--- config.mk ---
export PLATFORM = sky130hd
export DESIGN_NAME = muldiv_sequencer_flat
export DESIGN_NICKNAME = d
export VERILOG_FILES = /design/src/rtl/muldiv_sequencer_if.sv /design/src/rtl/muldiv_sequencer.sv /design/src/flat_wrapper.sv
export SDC_FILE = /design/constraint.sdc
export NUM_CORES = 1
export LEC_CHECK = 0
export ABC_AREA = 1
export CAP_MARGIN = 10
export CORE_UTILIZATION = 55
export DETAILED_ROUTE_END_ITERATION = 8
export DONT_BUFFER_PORTS = 1
export PLACE_DENSITY = 0.67
export SYNTH_ARGS = -nofsm -noshare
export SYNTH_HDL_FRONTEND = slang
export SYNTH_SLANG_ARGS = --single-unit
--- constraint.sdc ---
create_clock -name clk -period 6.7 [get_ports clk]
set_clock_uncertainty 0.2 [all_clocks]
set_input_delay 0.335 -clock clk [delete_from_list [all_inputs] [get_ports clk]]
set_output_delay 0.335 -clock clk [all_outputs]
set_load 0.02 [all_outputs]
--- src/rtl/muldiv_sequencer_if.sv ---
// Handshake bundle between the EX stage and the iterative mul/div engine.
// Latency: none (wires only).
// Backpressure: engine drives stall = start & ~result_valid; EX holds start/operands while stalled.
//   start, op, left_operand, right_operand, flush : EX stage -> engine
//   busy, stall, result_valid, result             : engine -> EX stage
interface muldiv_sequencer_if #(
  parameter int DATA_WIDTH = 32
);
  logic                  start;
  logic [2:0]            op;
  logic [DATA_WIDTH-1:0] left_operand;
  logic [DATA_WIDTH-1:0] right_operand;
  logic                  flush;
  logic                  busy;
  logic                  stall;
  logic                  result_valid;
  logic [DATA_WIDTH-1:0] result;

  // Pipeline (EX stage) side.
  modport master (
    output start, op, left_operand, right_operand, flush,
    input  busy, stall, result_valid, result
  );

  // Engine side.
  modport slave (
    input  start, op, left_operand, right_operand, flush,
    output busy, stall, result_valid, result
  );
endinterface

--- src/rtl/muldiv_sequencer.sv ---
// Iterative RV32M multiply/divide engine: one shared shift-add / restoring-subtract datapath.
// Latency: accept at edge k -> result_valid high after edge k+DATA_WIDTH+1; divide special cases after edge k+1.
// Backpressure: stall = start & ~result_valid freezes IF/ID/EX; flush aborts anything short of DONE.
//   clk, rst (sync, active-low) are plain ports; everything else travels on the muldiv_sequencer_if slave modport.
//   busy = FSM not idle, result is registered and holds until the next result_valid pulse.
module muldiv_sequencer #(
  parameter int DATA_WIDTH = 32
) (
  input logic               clk,
  input logic               rst,
  muldiv_sequencer_if.slave bus
);

  localparam int W  = DATA_WIDTH;
  localparam int CW = (DATA_WIDTH > 1) ? $clog2(DATA_WIDTH) : 1;
  localparam logic [CW-1:0] LAST = CW'(DATA_WIDTH - 1);

  localparam logic [2:0] OP_MUL    = 3'd0;
  localparam logic [2:0] OP_MULH   = 3'd1;
  localparam logic [2:0] OP_MULHSU = 3'd2;
  localparam logic [2:0] OP_MULHU  = 3'd3;
  localparam logic [2:0] OP_DIV    = 3'd4;
  localparam logic [2:0] OP_DIVU   = 3'd5;
  localparam logic [2:0] OP_REM    = 3'd6;

  localparam logic [W-1:0] MOST_NEG = {1'b1, {(W-1){1'b0}}};

  typedef enum logic [1:0] {
    S_IDLE,
    S_CALC,
    S_FIX,
    S_DONE
  } state_t;

  state_t         state;
  logic [CW-1:0]  cnt;
  logic [2:0]     op_q;
  logic [2*W-1:0] acc;         // {product hi, product lo} or {remainder, quotient}
  logic [W-1:0]   a_sh;        // multiplier (shifts right) or dividend (shifts left)
  logic [W-1:0]   b_mag;       // multiplicand or divisor magnitude
  logic           neg_q;       // product / quotient must be negated
  logic           neg_rem_q;   // remainder must be negated
  logic           special_q;
  logic [W-1:0]   spec_val_q;
  logic           result_valid_q;
  logic [W-1:0]   result_q;

  // ---------------------------------------------------------------------------
  // Accept-time decode: operand magnitudes, sign flags and special-case bypass.
  // ---------------------------------------------------------------------------
  logic         a_signed;
  logic         b_signed;
  logic         a_neg;
  logic         b_neg;
  logic [W-1:0] a_mag;
  logic [W-1:0] b_mag_in;
  logic         is_div;
  logic         div_zero;
  logic         div_ovf;
  logic         special;
  logic [W-1:0] spec_val;

  // MUL is treated as signed x signed: the low word is identical either way.
  assign a_signed = (bus.op == OP_MUL) || (bus.op == OP_MULH) || (bus.op == OP_MULHSU) ||
                    (bus.op == OP_DIV) || (bus.op == OP_REM);
  assign b_signed = (bus.op == OP_MUL) || (bus.op == OP_MULH) ||
                    (bus.op == OP_DIV) || (bus.op == OP_REM);

  assign a_neg    = a_signed & bus.left_operand[W-1];
  assign b_neg    = b_signed & bus.right_operand[W-1];
  // Negating the most-negative value yields the same bit pattern, which is the
  // correct unsigned magnitude 2^(W-1).
  assign a_mag    = a_neg ? -bus.left_operand  : bus.left_operand;
  assign b_mag_in = b_neg ? -bus.right_operand : bus.right_operand;

  assign is_div   = bus.op[2];
  assign div_zero = is_div && (bus.right_operand == '0);
  assign div_ovf  = ((bus.op == OP_DIV) || (bus.op == OP_REM)) &&
                    (bus.left_operand == MOST_NEG) && (bus.right_operand == '1);
  assign special  = div_zero || div_ovf;

  // op[1] separates remainder ops (REM/REMU) from quotient ops (DIV/DIVU).
  always_comb begin
    spec_val = '0;
    if (div_zero) begin
      spec_val = bus.op[1] ? bus.left_operand : '1;
    end else if (div_ovf) begin
      spec_val = bus.op[1] ? '0 : MOST_NEG;
    end
  end

  // ---------------------------------------------------------------------------
  // One iteration of the shared datapath.
  // ---------------------------------------------------------------------------
  logic [W:0] mul_sum;
  logic [W:0] rem_sh;
  logic [W:0] div_diff;
  logic       borrow;

  assign mul_sum  = {1'b0, acc[2*W-1:W]} + (a_sh[0] ? {1'b0, b_mag} : '0);
  assign rem_sh   = {acc[2*W-1:W], a_sh[W-1]};
  assign div_diff = rem_sh - {1'b0, b_mag};
  // The partial remainder is always below the divisor, so the shifted value is
  // below twice the divisor and the top bit of the difference is the borrow.
  assign borrow   = div_diff[W];

  // ---------------------------------------------------------------------------
  // Sign fix-up and word select.
  // ---------------------------------------------------------------------------
  logic [2*W-1:0] prod_fix;
  logic [W-1:0]   quo;
  logic [W-1:0]   rem;
  logic [W-1:0]   fix_val;

  assign prod_fix = neg_q ? -acc : acc;
  assign quo      = acc[W-1:0];
  assign rem      = acc[2*W-1:W];

  always_comb begin
    fix_val = '0;
    if (special_q) begin
      fix_val = spec_val_q;
    end else begin
      case (op_q)
        OP_MUL:                       fix_val = prod_fix[W-1:0];
        OP_MULH, OP_MULHSU, OP_MULHU: fix_val = prod_fix[2*W-1:W];
        OP_DIV, OP_DIVU:              fix_val = neg_q ? -quo : quo;
        default:                      fix_val = neg_rem_q ? -rem : rem;
      endcase
    end
  end

  // ---------------------------------------------------------------------------
  // Controller and datapath registers.
  // ---------------------------------------------------------------------------
  always_ff @(posedge clk) begin
    if (!rst) begin
      state          <= S_IDLE;
      cnt            <= '0;
      op_q           <= '0;
      acc            <= '0;
      a_sh           <= '0;
      b_mag          <= '0;
      neg_q          <= 1'b0;
      neg_rem_q      <= 1'b0;
      special_q      <= 1'b0;
      spec_val_q     <= '0;
      result_valid_q <= 1'b0;
      result_q       <= '0;
    end else begin
      result_valid_q <= 1'b0;
      case (state)
        S_IDLE: begin
          if (bus.start && !bus.flush) begin
            op_q       <= bus.op;
            acc        <= '0;
            a_sh       <= a_mag;
            b_mag      <= b_mag_in;
            neg_q      <= a_neg ^ b_neg;
            neg_rem_q  <= a_neg;
            special_q  <= special;
            spec_val_q <= spec_val;
            cnt        <= '0;
            state      <= special ? S_FIX : S_CALC;
          end
        end

        S_CALC: begin
          if (bus.flush) begin
            state <= S_IDLE;
          end else begin
            if (!op_q[2]) begin
              acc  <= {mul_sum, acc[W-1:1]};
              a_sh <= a_sh >> 1;
            end else begin
              acc  <= {(borrow ? rem_sh[W-1:0] : div_diff[W-1:0]), acc[W-2:0], ~borrow};
              a_sh <= a_sh << 1;
            end
            cnt <= cnt + CW'(1);
            if (cnt == LAST) begin
              state <= S_FIX;
            end
          end
        end

        S_FIX: begin
          if (bus.flush) begin
            state <= S_IDLE;
          end else begin
            result_q       <= fix_val;
            result_valid_q <= 1'b1;
            state          <= S_DONE;
          end
        end

        // The pulse completes even under flush; the pipeline discards it.
        S_DONE: state <= S_IDLE;

        default: state <= S_IDLE;
      endcase
    end
  end

  assign bus.busy         = (state != S_IDLE);
  assign bus.stall        = bus.start & ~result_valid_q;
  assign bus.result_valid = result_valid_q;
  assign bus.result       = result_q;

endmodule

--- src/flat_wrapper.sv ---
// flat-port wrapper written by rule: the top's interface ports become plain ports
module muldiv_sequencer_flat 
#(
  parameter int DATA_WIDTH = 32
)
  (clk, rst, bus_start, bus_op, bus_left_operand, bus_right_operand, bus_flush, bus_busy, bus_stall, bus_result_valid, bus_result);
  muldiv_sequencer_if #(.DATA_WIDTH(DATA_WIDTH)) bus_i ();
  input logic clk;
  input logic rst;
  input wire logic [$bits(bus_i.start)-1:0] bus_start;
  input wire logic [$bits(bus_i.op)-1:0] bus_op;
  input wire logic [$bits(bus_i.left_operand)-1:0] bus_left_operand;
  input wire logic [$bits(bus_i.right_operand)-1:0] bus_right_operand;
  input wire logic [$bits(bus_i.flush)-1:0] bus_flush;
  output wire logic [$bits(bus_i.busy)-1:0] bus_busy;
  output wire logic [$bits(bus_i.stall)-1:0] bus_stall;
  output wire logic [$bits(bus_i.result_valid)-1:0] bus_result_valid;
  output wire logic [$bits(bus_i.result)-1:0] bus_result;
  assign bus_i.start = bus_start;
  assign bus_i.op = bus_op;
  assign bus_i.left_operand = bus_left_operand;
  assign bus_i.right_operand = bus_right_operand;
  assign bus_i.flush = bus_flush;
  assign bus_busy = bus_i.busy;
  assign bus_stall = bus_i.stall;
  assign bus_result_valid = bus_i.result_valid;
  assign bus_result = bus_i.result;
  muldiv_sequencer #(.DATA_WIDTH(DATA_WIDTH)) u_core (.clk(clk), .rst(rst), .bus(bus_i));
endmodule
==> results of run 1 <==
==> worst paths after layout <==
path / start / endpoint / slack (ns) / cells after the start
worst max register to register: u_core.state[1]$_SDFFE_PN0P_ / u_core.b_mag[9]$_SDFFE_PN0P_ / 2.71 / 8
worst min-delay path: bus_left_operand[24] / u_core.a_sh[25]$_SDFFE_PN0P_ / -0.008 / 5
worst max-delay path: u_core.state[1]$_SDFFE_PN0P_ / u_core.b_mag[9]$_SDFFE_PN0P_ / 2.71 / 8
worst min register to register: u_core.spec_val_q[6]$_SDFFE_PN0P_ / u_core.spec_val_q[6]$_SDFFE_PN0P_ / 0.27 / 2
==> worst min-delay path: stages <==
cell                      delay [ns]
sky130_fd_sc_hd__nor4_1         0.04
sky130_fd_sc_hd__o21ai_0        0.14
sky130_fd_sc_hd__nand2_1        0.06
sky130_fd_sc_hd__nand3_1        0.07
sky130_fd_sc_hd__a21oi_1        0.06
==> metal layers <==
metal  track usage [%]  share of wire [%]  vias up
met5                 0              0.016        -
met2              63.1                 40     1540
met3              12.1                 14      235
li1                  -                  -    11400
met1              61.4                 42    10900
met4              14.8                3.8        2
==> layout make-up <==
| cell class | count | share of cell area (%) |
|---|---|---|
| Timing Repair Buffer | 133 | 5.96 |
| Inverter | 498 | 8.65 |
| Tap cell | 455 | 2.63 |
| Multi-Input combinational cell | 2641 | 59.4 |
| Clock buffer | 35 | 3.49 |
| Clock inverter | 11 | 0.822 |
| Sequential cell | 206 | 19.1 |
==> Yosys cell counts, types with 3 or more instances <==
master / n
sky130_fd_sc_hd__nand2_1: 968
sky130_fd_sc_hd__inv_1: 484
sky130_fd_sc_hd__nor2_1: 383
sky130_fd_sc_hd__a21oi_1: 334
sky130_fd_sc_hd__o21ai_0: 277
sky130_fd_sc_hd__nand3_1: 255
sky130_fd_sc_hd__dfxtp_1: 206
sky130_fd_sc_hd__clkbuf_1: 107
sky130_fd_sc_hd__ha_1: 71
sky130_fd_sc_hd__o211ai_1: 48
sky130_fd_sc_hd__xor2_1: 41
sky130_fd_sc_hd__nand4_1: 39
sky130_fd_sc_hd__nor3_1: 32
sky130_fd_sc_hd__a31oi_1: 31
sky130_fd_sc_hd__o22ai_1: 23
sky130_fd_sc_hd__buf_2: 15
sky130_fd_sc_hd__nand2_2: 14
sky130_fd_sc_hd__nor2_2: 14
sky130_fd_sc_hd__o21ai_1: 13
sky130_fd_sc_hd__nand3b_1: 12
sky130_fd_sc_hd__nor4_1: 12
sky130_fd_sc_hd__xnor2_1: 12
sky130_fd_sc_hd__buf_1: 10
sky130_fd_sc_hd__inv_2: 10
sky130_fd_sc_hd__a21o_1: 6
sky130_fd_sc_hd__buf_6: 6
sky130_fd_sc_hd__a21oi_2: 5
sky130_fd_sc_hd__o21bai_1: 5
sky130_fd_sc_hd__or2_2: 5
sky130_fd_sc_hd__clkinv_1: 4
sky130_fd_sc_hd__nor3_2: 4
sky130_fd_sc_hd__o31ai_1: 4
sky130_fd_sc_hd__buf_4: 3
sky130_fd_sc_hd__o32ai_1: 3
sky130_fd_sc_hd__or2_0: 3
==> power by group through the flow <==
stage               combinational, W  clock [W]  sequential (W)
floorplan                   0.000895          0         0.00136
global placement             0.00118          0         0.00139
detailed placement           0.00119          0         0.00139
CTS                          0.00128    0.00154         0.00136
global route                 0.00146    0.00158         0.00137
finish                       0.00134    0.00155         0.00137
==> kinds of logic (layout without fill, tap and decap cells) <==
family / count (synthesis) / in the layout / share of synthesized area [%]
compound gates: 762 / 762 / 21.2
xor+xnor: 53 / 53 / 2.39
fa+ha+maj: 73 / 73 / 4.78
buf+inv: 639 / 677 / 12.7
flops: 206 / 206 / 21.2
simple gates: 1753 / 1753 / 37.6
==> through the flow <==
step / util, % / cells / worst slack, ns
after floorplan: - / 3486 / 3.90
after global placement: 56.6 / 3824 / 3.44
after detailed placement: 56.6 / 3824 / 3.37
after CTS: 62.5 / 3979 / 2.83
after global routing: 62.5 / 3979 / 2.61
final: 62.5 / 3979 / 2.71
==> flip-flops by register name, indices dropped and copies added (netlist names) <==
register and cells:
u_core.spec_val_q 32, u_core.op_q 3, u_core.neg_q 1, u_core.neg_rem_q 1, u_core.cnt 5, u_core.state 2
u_core.special_q 1, u_core.bus.result 32, u_core.a_sh 32, u_core.acc 64, u_core.b_mag 32, u_core.bus.result_valid 1
==> metrics.txt, run 1 <==
# TYPE chip_impl_metric gauge
chip_impl_metric{name="die-width",unit="µm"} 190
chip_impl_metric{name="grt_max_degree",unit=""} 130
chip_impl_metric{name="vias",unit=""} 24100
chip_impl_metric{name="placedInstanceArea",unit="µm²"} 19600
chip_impl_info{name="path_cells",value="nor2_1 -> nand2_1 -> buf_4 -> inv_2 -> nor2_1 -> inv_1 -> o22ai_1 -> dlygate4sd3_1"} 1
chip_impl_info{name="yosys.area.top_type",value="sky130_fd_sc_hd__dfxtp_1"} 1
chip_impl_metric{name="combPwrFrac",unit="%"} 31.5
chip_impl_metric{name="totalPowerFinal",unit="W"} 0.00426
chip_impl_metric{name="proportion_of_layout_cells_with_a_drive_suffix_above_1",unit="%"} 4.03
chip_impl_metric{name="initial_core_util",unit="%"} 56.1
chip_impl_metric{name="cts_htree_levels",unit=""} 1
chip_impl_metric{name="synth_fp_nets",unit=""} 3630
chip_impl_metric{name="sw_pwr",unit="W"} 0.00163
chip_impl_metric{name="ctsLongestPathBuffers",unit=""} 3
chip_impl_metric{name="async_flop_share",unit="%"} 0
chip_impl_metric{name="area_of_the_multi_input_gates",unit="µm²"} 12800
chip_impl_info{name="critPathMostFrequentCell",value="sky130_fd_sc_hd__nor2_1"} 1
chip_impl_metric{name="wire_length_of_the_first_global_routing_pass",unit="mm"} 123
chip_impl_info{name="status",value="complete, but fails checks"} 1
chip_impl_info{name="setup.worst_path.start_class",value="flip-flop"} 1
chip_impl_metric{name="sw_frac_of_total",unit="%"} 38.2
chip_impl_metric{name="synth-seq-area-share",unit="%"} 21.2
chip_impl_metric{name="port_buffers",unit=""} 0
chip_impl_metric{name="layout.filler_cells",unit=""} 3400
chip_impl_info{name="critPathTopFamily",value="buffers and inverters"} 1
chip_impl_metric{name="synth.cell_area",unit="µm²"} 19400
chip_impl_metric{name="route.detailed.drc",unit=""} 0
chip_impl_metric{name="grt_pass1_vias",unit=""} 21700
chip_impl_info{name="dominant_cells_by_area_after_synthesis",value="sky130_fd_sc_hd__dfxtp_1 (21%), sky130_fd_sc_hd__nand2_1 (19%), sky130_fd_sc_hd__inv_1 (9.4%)"} 1
chip_impl_metric{name="core.rowCount",unit=""} 68
chip_impl_metric{name="postLayoutCellArea",unit="µm²"} 21600
chip_impl_metric{name="nNetsFinal",unit=""} 3650
chip_impl_info{name="violations",value="negative hold slack"} 1
chip_impl_metric{name="full_die_area",unit="µm²"} 36100
chip_impl_metric{name="fin_crit_sh",unit="%"} 59.5
chip_impl_metric{name="critical_path_arrival",unit="ns"} 4.28
chip_impl_metric{name="yosysWarningCount",unit=""} 0
chip_impl_metric{name="ctsHoldBuffers",unit=""} 109
chip_impl_metric{name="worstPathBufferInverterCount",unit=""} 4
chip_impl_metric{name="post-cts-setup-buffer-count",unit=""} 0
chip_impl_metric{name="fp.dieH",unit="µm"} 190
chip_impl_metric{name="p_seq_share",unit="%"} 32.1
chip_impl_metric{name="cts_buffers",unit=""} 26
chip_impl_metric{name="core",unit="µm²"} 34600
chip_impl_metric{name="max-cap-violations",unit=""} 0
chip_impl_metric{name="p_leak",unit="nW"} 10.4
chip_impl_info{name="timing.critical_path.to_type",value="flip-flop"} 1
chip_impl_metric{name="grtUsageTotal",unit="%"} 43.6
chip_impl_metric{name="synth_edf_count",unit=""} 0
chip_impl_info{name="synth_flop_cell",value="sky130_fd_sc_hd__dfxtp_1"} 1
chip_impl_metric{name="cp_data_required_time",unit="ns"} 6.99
chip_impl_metric{name="maximum_vdd_drop",unit="V"} 0.000189
chip_impl_metric{name="worst-slew-pin-transition",unit="ns"} 1.23
chip_impl_metric{name="final.min_clock_period",unit="ns"} 3.99
chip_impl_info{name="mostFrequentLayoutCells",value="sky130_fd_sc_hd__nand2_1 (968), sky130_fd_sc_hd__inv_1 (481), sky130_fd_sc_hd__nor2_1 (380)"} 1
chip_impl_metric{name="cellInternalPower",unit="W"} 0.00263
chip_impl_metric{name="synthDominantCellAreaShare",unit="%"} 21.2
chip_impl_metric{name="antennaDiodeCount",unit=""} 0
chip_impl_metric{name="critical_path.max_stage_delay",unit="ns"} 0.70
chip_impl_metric{name="syn2layout_area_growth",unit="%"} 11.3
chip_impl_metric{name="syn_inst",unit=""} 3486
chip_impl_metric{name="timing.final.hold_violations",unit=""} 1
chip_impl_metric{name="dr.first_iter.drc_count",unit=""} 3233
chip_impl_metric{name="viasPerCell",unit=""} 6.05
chip_impl_metric{name="synth.lib_cells_used.distinct",unit=""} 55
chip_impl_info{name="cp_slowest_cell",value="sky130_fd_sc_hd__inv_1"} 1
chip_impl_metric{name="total_wirelength_of_the_detailed_routed_design",unit="mm"} 81.0
chip_impl_metric{name="report.final.slew_viol_count",unit=""} 0
chip_impl_metric{name="cts_resized",unit=""} 0
chip_impl_metric{name="fin_tns_setup",unit="ns"} 0
chip_impl_info{name="cts_root_buffer",value="sky130_fd_sc_hd__clkbuf_16"} 1
chip_impl_info{name="rsz0062_at_grt",value="no"} 1
chip_impl_metric{name="dpl.hpwl",unit="mm"} 59.3
chip_impl_metric{name="drt_pass1_iterations",unit=""} 9
chip_impl_metric{name="place_congestion",unit=""} 1.08
chip_impl_metric{name="clkTransAtPathRegs",unit="ns"} 0.06
chip_impl_metric{name="grt_antenna_before_repair",unit=""} 1
chip_impl_metric{name="syn-mean-instance-area",unit="µm²"} 5.57
chip_impl_info{name="classification_of_the_worst_slack_hold_path",value="input port to flip-flop"} 1
chip_impl_info{name="layout.cells.most_common",value="sky130_fd_sc_hd__nand2_1"} 1
chip_impl_metric{name="highest_clock_rate",unit="GHz"} 0.251
chip_impl_metric{name="final_ant_viol_nets",unit=""} 0
chip_impl_metric{name="power_density",unit="nW/µm²"} 197
chip_impl_metric{name="clk-insertion-delay-late",unit="ns"} 0.57
chip_impl_metric{name="final_setup_viols",unit=""} 0
chip_impl_metric{name="ios",unit=""} 106
chip_impl_metric{name="yosys_register_bits",unit=""} 206
chip_impl_metric{name="worst_hold_slack",unit="ns"} -0.00790
chip_impl_info{name="worst_setup_path_class",value="flip-flop to flip-flop"} 1
chip_impl_info{name="tritoncts",value="done"} 1
chip_impl_metric{name="routedWlPerCell",unit="µm"} 20.4
chip_impl_metric{name="critPathMaxFanout",unit=""} 39
chip_impl_metric{name="cts_sinks",unit=""} 206
chip_impl_metric{name="pwr-share-clk",unit="%"} 36.4
chip_impl_metric{name="relSlewSlack",unit="%"} 17.7
chip_impl_metric{name="final_global_route_overflow_total",unit=""} 0
chip_impl_metric{name="final-seq-area",unit="µm²"} 4130
Note: power is estimated with default switching activity, not from simulation.
==> run 2, diff against run 1 <==
- ABC_AREA: 1 -> 0
- clock period: 6.7 -> 4 ns (I/O delays scaled with it)
==> run 2 against run 1 <==
  * The flow now finishes without violations
  * Worst hold slack better by 0.036 ns
  * Die area down 14%
  * Register-to-register slack worse by 2.5 ns
  * Largest power group unchanged
  * Highest routed layer unchanged
==> metrics.txt, run 2 <==
# TYPE chip_impl_metric gauge
chip_impl_info{name="register_name_with_the_most_flops",value="u_core.acc"} 1
chip_impl_metric{name="critical_path.max_stage_delay",unit="ns"} 0.60
chip_impl_metric{name="dr.first_iter.drc_count",unit=""} 2294
chip_impl_info{name="mostFrequentLayoutCells",value="sky130_fd_sc_hd__nand2_1 (237), sky130_fd_sc_hd__a21oi_1 (207), sky130_fd_sc_hd__dfxtp_1 (203)"} 1
chip_impl_metric{name="area_of_the_multi_input_gates",unit="µm²"} 11700
chip_impl_metric{name="cts_buffers",unit=""} 25
chip_impl_metric{name="synth.cell_area",unit="µm²"} 16700
chip_impl_info{name="classification_of_the_worst_slack_hold_path",value="input port to flip-flop"} 1
chip_impl_info{name="yosys.area.top_type",value="sky130_fd_sc_hd__dfxtp_1"} 1
chip_impl_metric{name="syn-mean-instance-area",unit="µm²"} 7.32
chip_impl_metric{name="maximum_vdd_drop",unit="V"} 0.000334
chip_impl_info{name="layout.cells.most_common",value="sky130_fd_sc_hd__nand2_1"} 1
chip_impl_metric{name="power_density",unit="nW/µm²"} 291
chip_impl_metric{name="drt_pass1_iterations",unit=""} 6
chip_impl_info{name="critPathTopFamily",value="simple AND/OR/NAND/NOR gates"} 1
chip_impl_metric{name="final_global_route_overflow_total",unit=""} 0
chip_impl_metric{name="async_flop_share",unit="%"} 0
chip_impl_metric{name="yosys_register_bits",unit=""} 206
chip_impl_metric{name="cts_htree_levels",unit=""} 1
chip_impl_metric{name="total_wirelength_of_the_detailed_routed_design",unit="mm"} 64.5
chip_impl_info{name="synth_commonest_cells",value="sky130_fd_sc_hd__nand2_1 (237), sky130_fd_sc_hd__a21oi_1 (207), sky130_fd_sc_hd__dfxtp_1 (206)"} 1
chip_impl_info{name="critPathMostFrequentCell",value="sky130_fd_sc_hd__dlygate4sd3_1"} 1
chip_impl_metric{name="grtUsageTotal",unit="%"} 40.6
chip_impl_info{name="timing.critical_path.to_type",value="flip-flop"} 1
chip_impl_metric{name="clkTransAtPathRegs",unit="ns"} 0.06
chip_impl_info{name="tritoncts",value="done"} 1
chip_impl_metric{name="route.detailed.drc",unit=""} 0
chip_impl_metric{name="initial_core_util",unit="%"} 56.2
chip_impl_metric{name="cts_sinks",unit=""} 206
chip_impl_metric{name="final_setup_viols",unit=""} 0
chip_impl_info{name="hold_path_end",value="u_core.a_sh[15]$_SDFFE_PN0P_"} 1
chip_impl_metric{name="p_leak",unit="nW"} 7.43
chip_impl_info{name="hold_start",value="bus_left_operand[14]"} 1
chip_impl_metric{name="final.min_clock_period",unit="ns"} 3.80
chip_impl_metric{name="placedInstanceArea",unit="µm²"} 17400
chip_impl_metric{name="viasPerCell",unit=""} 6.56
chip_impl_metric{name="synth-seq-area-share",unit="%"} 24.6
chip_impl_metric{name="ios",unit=""} 106
chip_impl_info{name="startpoint",value="bus_right_operand[6]"} 1
chip_impl_metric{name="critical_path_arrival",unit="ns"} 4.09
chip_impl_metric{name="final-seq-area",unit="µm²"} 4130
chip_impl_metric{name="clk-insertion-delay-late",unit="ns"} 0.55
chip_impl_metric{name="critPathMaxFanout",unit=""} 6
chip_impl_metric{name="routedWlPerCell",unit="µm"} 23.4
chip_impl_info{name="path_cells",value="dlygate4sd3_1 -> or4_1 -> nor3_1 -> nand3_1 -> nor3_2 -> and2_1 -> o21ai_0 -> dlygate4sd3_1 -> a311oi_1 -> dlygate4sd3_1"} 1
chip_impl_metric{name="ctsLongestPathBuffers",unit=""} 3
chip_impl_metric{name="synth_fp_nets",unit=""} 2433
chip_impl_info{name="worst_setup_path_class",value="input port to flip-flop"} 1
chip_impl_metric{name="syn_inst",unit=""} 2289
chip_impl_metric{name="yosysWarningCount",unit=""} 0
chip_impl_metric{name="report.final.slew_viol_count",unit=""} 0
chip_impl_metric{name="proportion_of_layout_cells_with_a_drive_suffix_above_1",unit="%"} 8.50
chip_impl_info{name="synth_flop_cell",value="sky130_fd_sc_hd__dfxtp_1"} 1
chip_impl_metric{name="setup.reg_to_reg.worst_slack",unit="ns"} 0.26
chip_impl_metric{name="worst-slew-pin-transition",unit="ns"} 1.16
chip_impl_info{name="r2r_start",value="u_core.b_mag[6]$_SDFFE_PN0P_"} 1
chip_impl_info{name="dominant_cells_by_area_after_synthesis",value="sky130_fd_sc_hd__dfxtp_1 (25%), sky130_fd_sc_hd__a21oi_1 (6.2%), sky130_fd_sc_hd__o21ai_0 (5.7%)"} 1
chip_impl_info{name="status",value="completed"} 1
chip_impl_metric{name="fp.dieH",unit="µm"} 177
chip_impl_metric{name="worstRegToRegCells",unit=""} 12
chip_impl_metric{name="synthDominantCellAreaShare",unit="%"} 24.6
chip_impl_metric{name="synth_edf_count",unit=""} 0
chip_impl_metric{name="worstPathBufferInverterCount",unit=""} 3
chip_impl_metric{name="synth.lib_cells_used.distinct",unit=""} 87
chip_impl_metric{name="min_path_cells",unit=""} 5
chip_impl_metric{name="timing.final.hold_violations",unit=""} 0
chip_impl_metric{name="grt_antenna_before_repair",unit=""} 2
chip_impl_metric{name="wire_length_of_the_first_global_routing_pass",unit="mm"} 98.6
chip_impl_metric{name="max-cap-violations",unit=""} 0
chip_impl_info{name="setup.worst_path.start_class",value="input port"} 1
chip_impl_metric{name="place_congestion",unit=""} 1.02
chip_impl_metric{name="post-cts-setup-buffer-count",unit=""} 0
chip_impl_metric{name="cp_data_required_time",unit="ns"} 4.29
chip_impl_metric{name="largest_register_ffs",unit=""} 64
chip_impl_info{name="yosys.cell_count.top_type",value="sky130_fd_sc_hd__nand2_1"} 1
chip_impl_metric{name="final_ant_viol_nets",unit=""} 0
chip_impl_metric{name="core",unit="µm²"} 29800
chip_impl_metric{name="grt_max_degree",unit=""} 73
chip_impl_info{name="cts_root_buffer",value="sky130_fd_sc_hd__clkbuf_16"} 1
chip_impl_metric{name="die-width",unit="µm"} 177
chip_impl_info{name="cp_slowest_cell",value="sky130_fd_sc_hd__dlygate4sd3_1"} 1
chip_impl_info{name="r2r-end",value="u_core.acc[63]$_SDFFE_PN0P_"} 1
chip_impl_info{name="rsz0062_at_grt",value="no"} 1
chip_impl_metric{name="postLayoutCellArea",unit="µm²"} 19200
chip_impl_metric{name="nNetsFinal",unit=""} 2492
chip_impl_metric{name="dpl.hpwl",unit="mm"} 46.7
chip_impl_metric{name="fin_crit_sh",unit="%"} 95.0
chip_impl_metric{name="fin_tns_setup",unit="ns"} 0
chip_impl_metric{name="syn2layout_area_growth",unit="%"} 14.9
chip_impl_metric{name="grt_pass1_vias",unit=""} 16600
chip_impl_metric{name="layout.filler_cells",unit=""} 2677
chip_impl_metric{name="vias",unit=""} 18100
chip_impl_metric{name="core.rowCount",unit=""} 63
chip_impl_metric{name="full_die_area",unit="µm²"} 31200
chip_impl_metric{name="highest_clock_rate",unit="GHz"} 0.263
chip_impl_metric{name="port_buffers",unit=""} 0
chip_impl_metric{name="relSlewSlack",unit="%"} 22.3
## run 2: layout make-up
class                   instances  area share (%)
repair buffers                207            9.49
inverters                      72            1.41
clock buffers                  35            3.76
multi-input cells            1836            60.9
clock inverters                 8           0.429
well taps                     390            2.54
flip-flops and latches        206            21.5
diodes                          2          0.0260
## run 2: worst reg2reg max path: cells and delay by family, from the launching register on
family	cells	cell delay, ns
xor gates and xnor gates	1	0.24
DFF	1	0.54
adders and majority gates	1	0.41
buffers and inverters	3	0.45
AOI/OAI and AO/OA	7	1.82
## run 2: metrics by stage
stage               total power [W]  utilization (%)  cells  hold slack (ns)  setup slack, ns
finish                      0.00561             64.6   2756           0.0277            0.201
global route                0.00577             64.6   2754           0.0574           0.0413
CTS                         0.00556             64.5   2754          0.00312            0.227
detailed placement          0.00318             58.5   2615            0.135            0.349
global placement            0.00317             58.5   2615            0.132            0.452
floorplan                   0.00287                -   2289            0.136            0.633
## run 2: kinds of logic after synthesis
logic type / count (synthesis) / synth area share [%]
buffers and inverters: 247 / 5.68
DFF: 206 / 24.6
muxes: 86 / 5.16
AOI/OAI and AO/OA: 716 / 27.0
and+or+nand+nor: 793 / 23.2
adders and majority gates: 73 / 5.54
xor gates and xnor gates: 168 / 8.78
## run 2: layer usage
metal	wire length, µm	GRT usage (%)
met5	17	0
met4	1700	9.45
met3	7430	9.84
met2	26500	59.3
met1	28900	59.3
## run 2: power by group
part	switching [W]	total, W	internal [W]
Combinational	0.000700	0.00114	0.000436
Clock	0.000962	0.00229	0.00132
Sequential	0.0000773	0.00218	0.00211
Total	0.00174	0.00561	0.00387
## run 2: timing repair
action                     CTS  global route
hold endpoints to repair   162             0
setup endpoints to repair    0             2
hold buffers                96             0
resized for setup            0             2
## run 2: how the worst max path moves through the flow
stage,end,cells past startpoint
finish,u_core.b_mag[25]$_SDFFE_PN0P_,10
global route,u_core.acc[55]$_SDFFE_PN0P_,13
CTS,u_core.b_mag[25]$_SDFFE_PN0P_,10
detailed placement,u_core.acc[55]$_SDFFE_PN0P_,13
global placement,u_core.acc[55]$_SDFFE_PN0P_,11
floorplan,u_core.bus.result[28]$_SDFFE_PN0P_,12
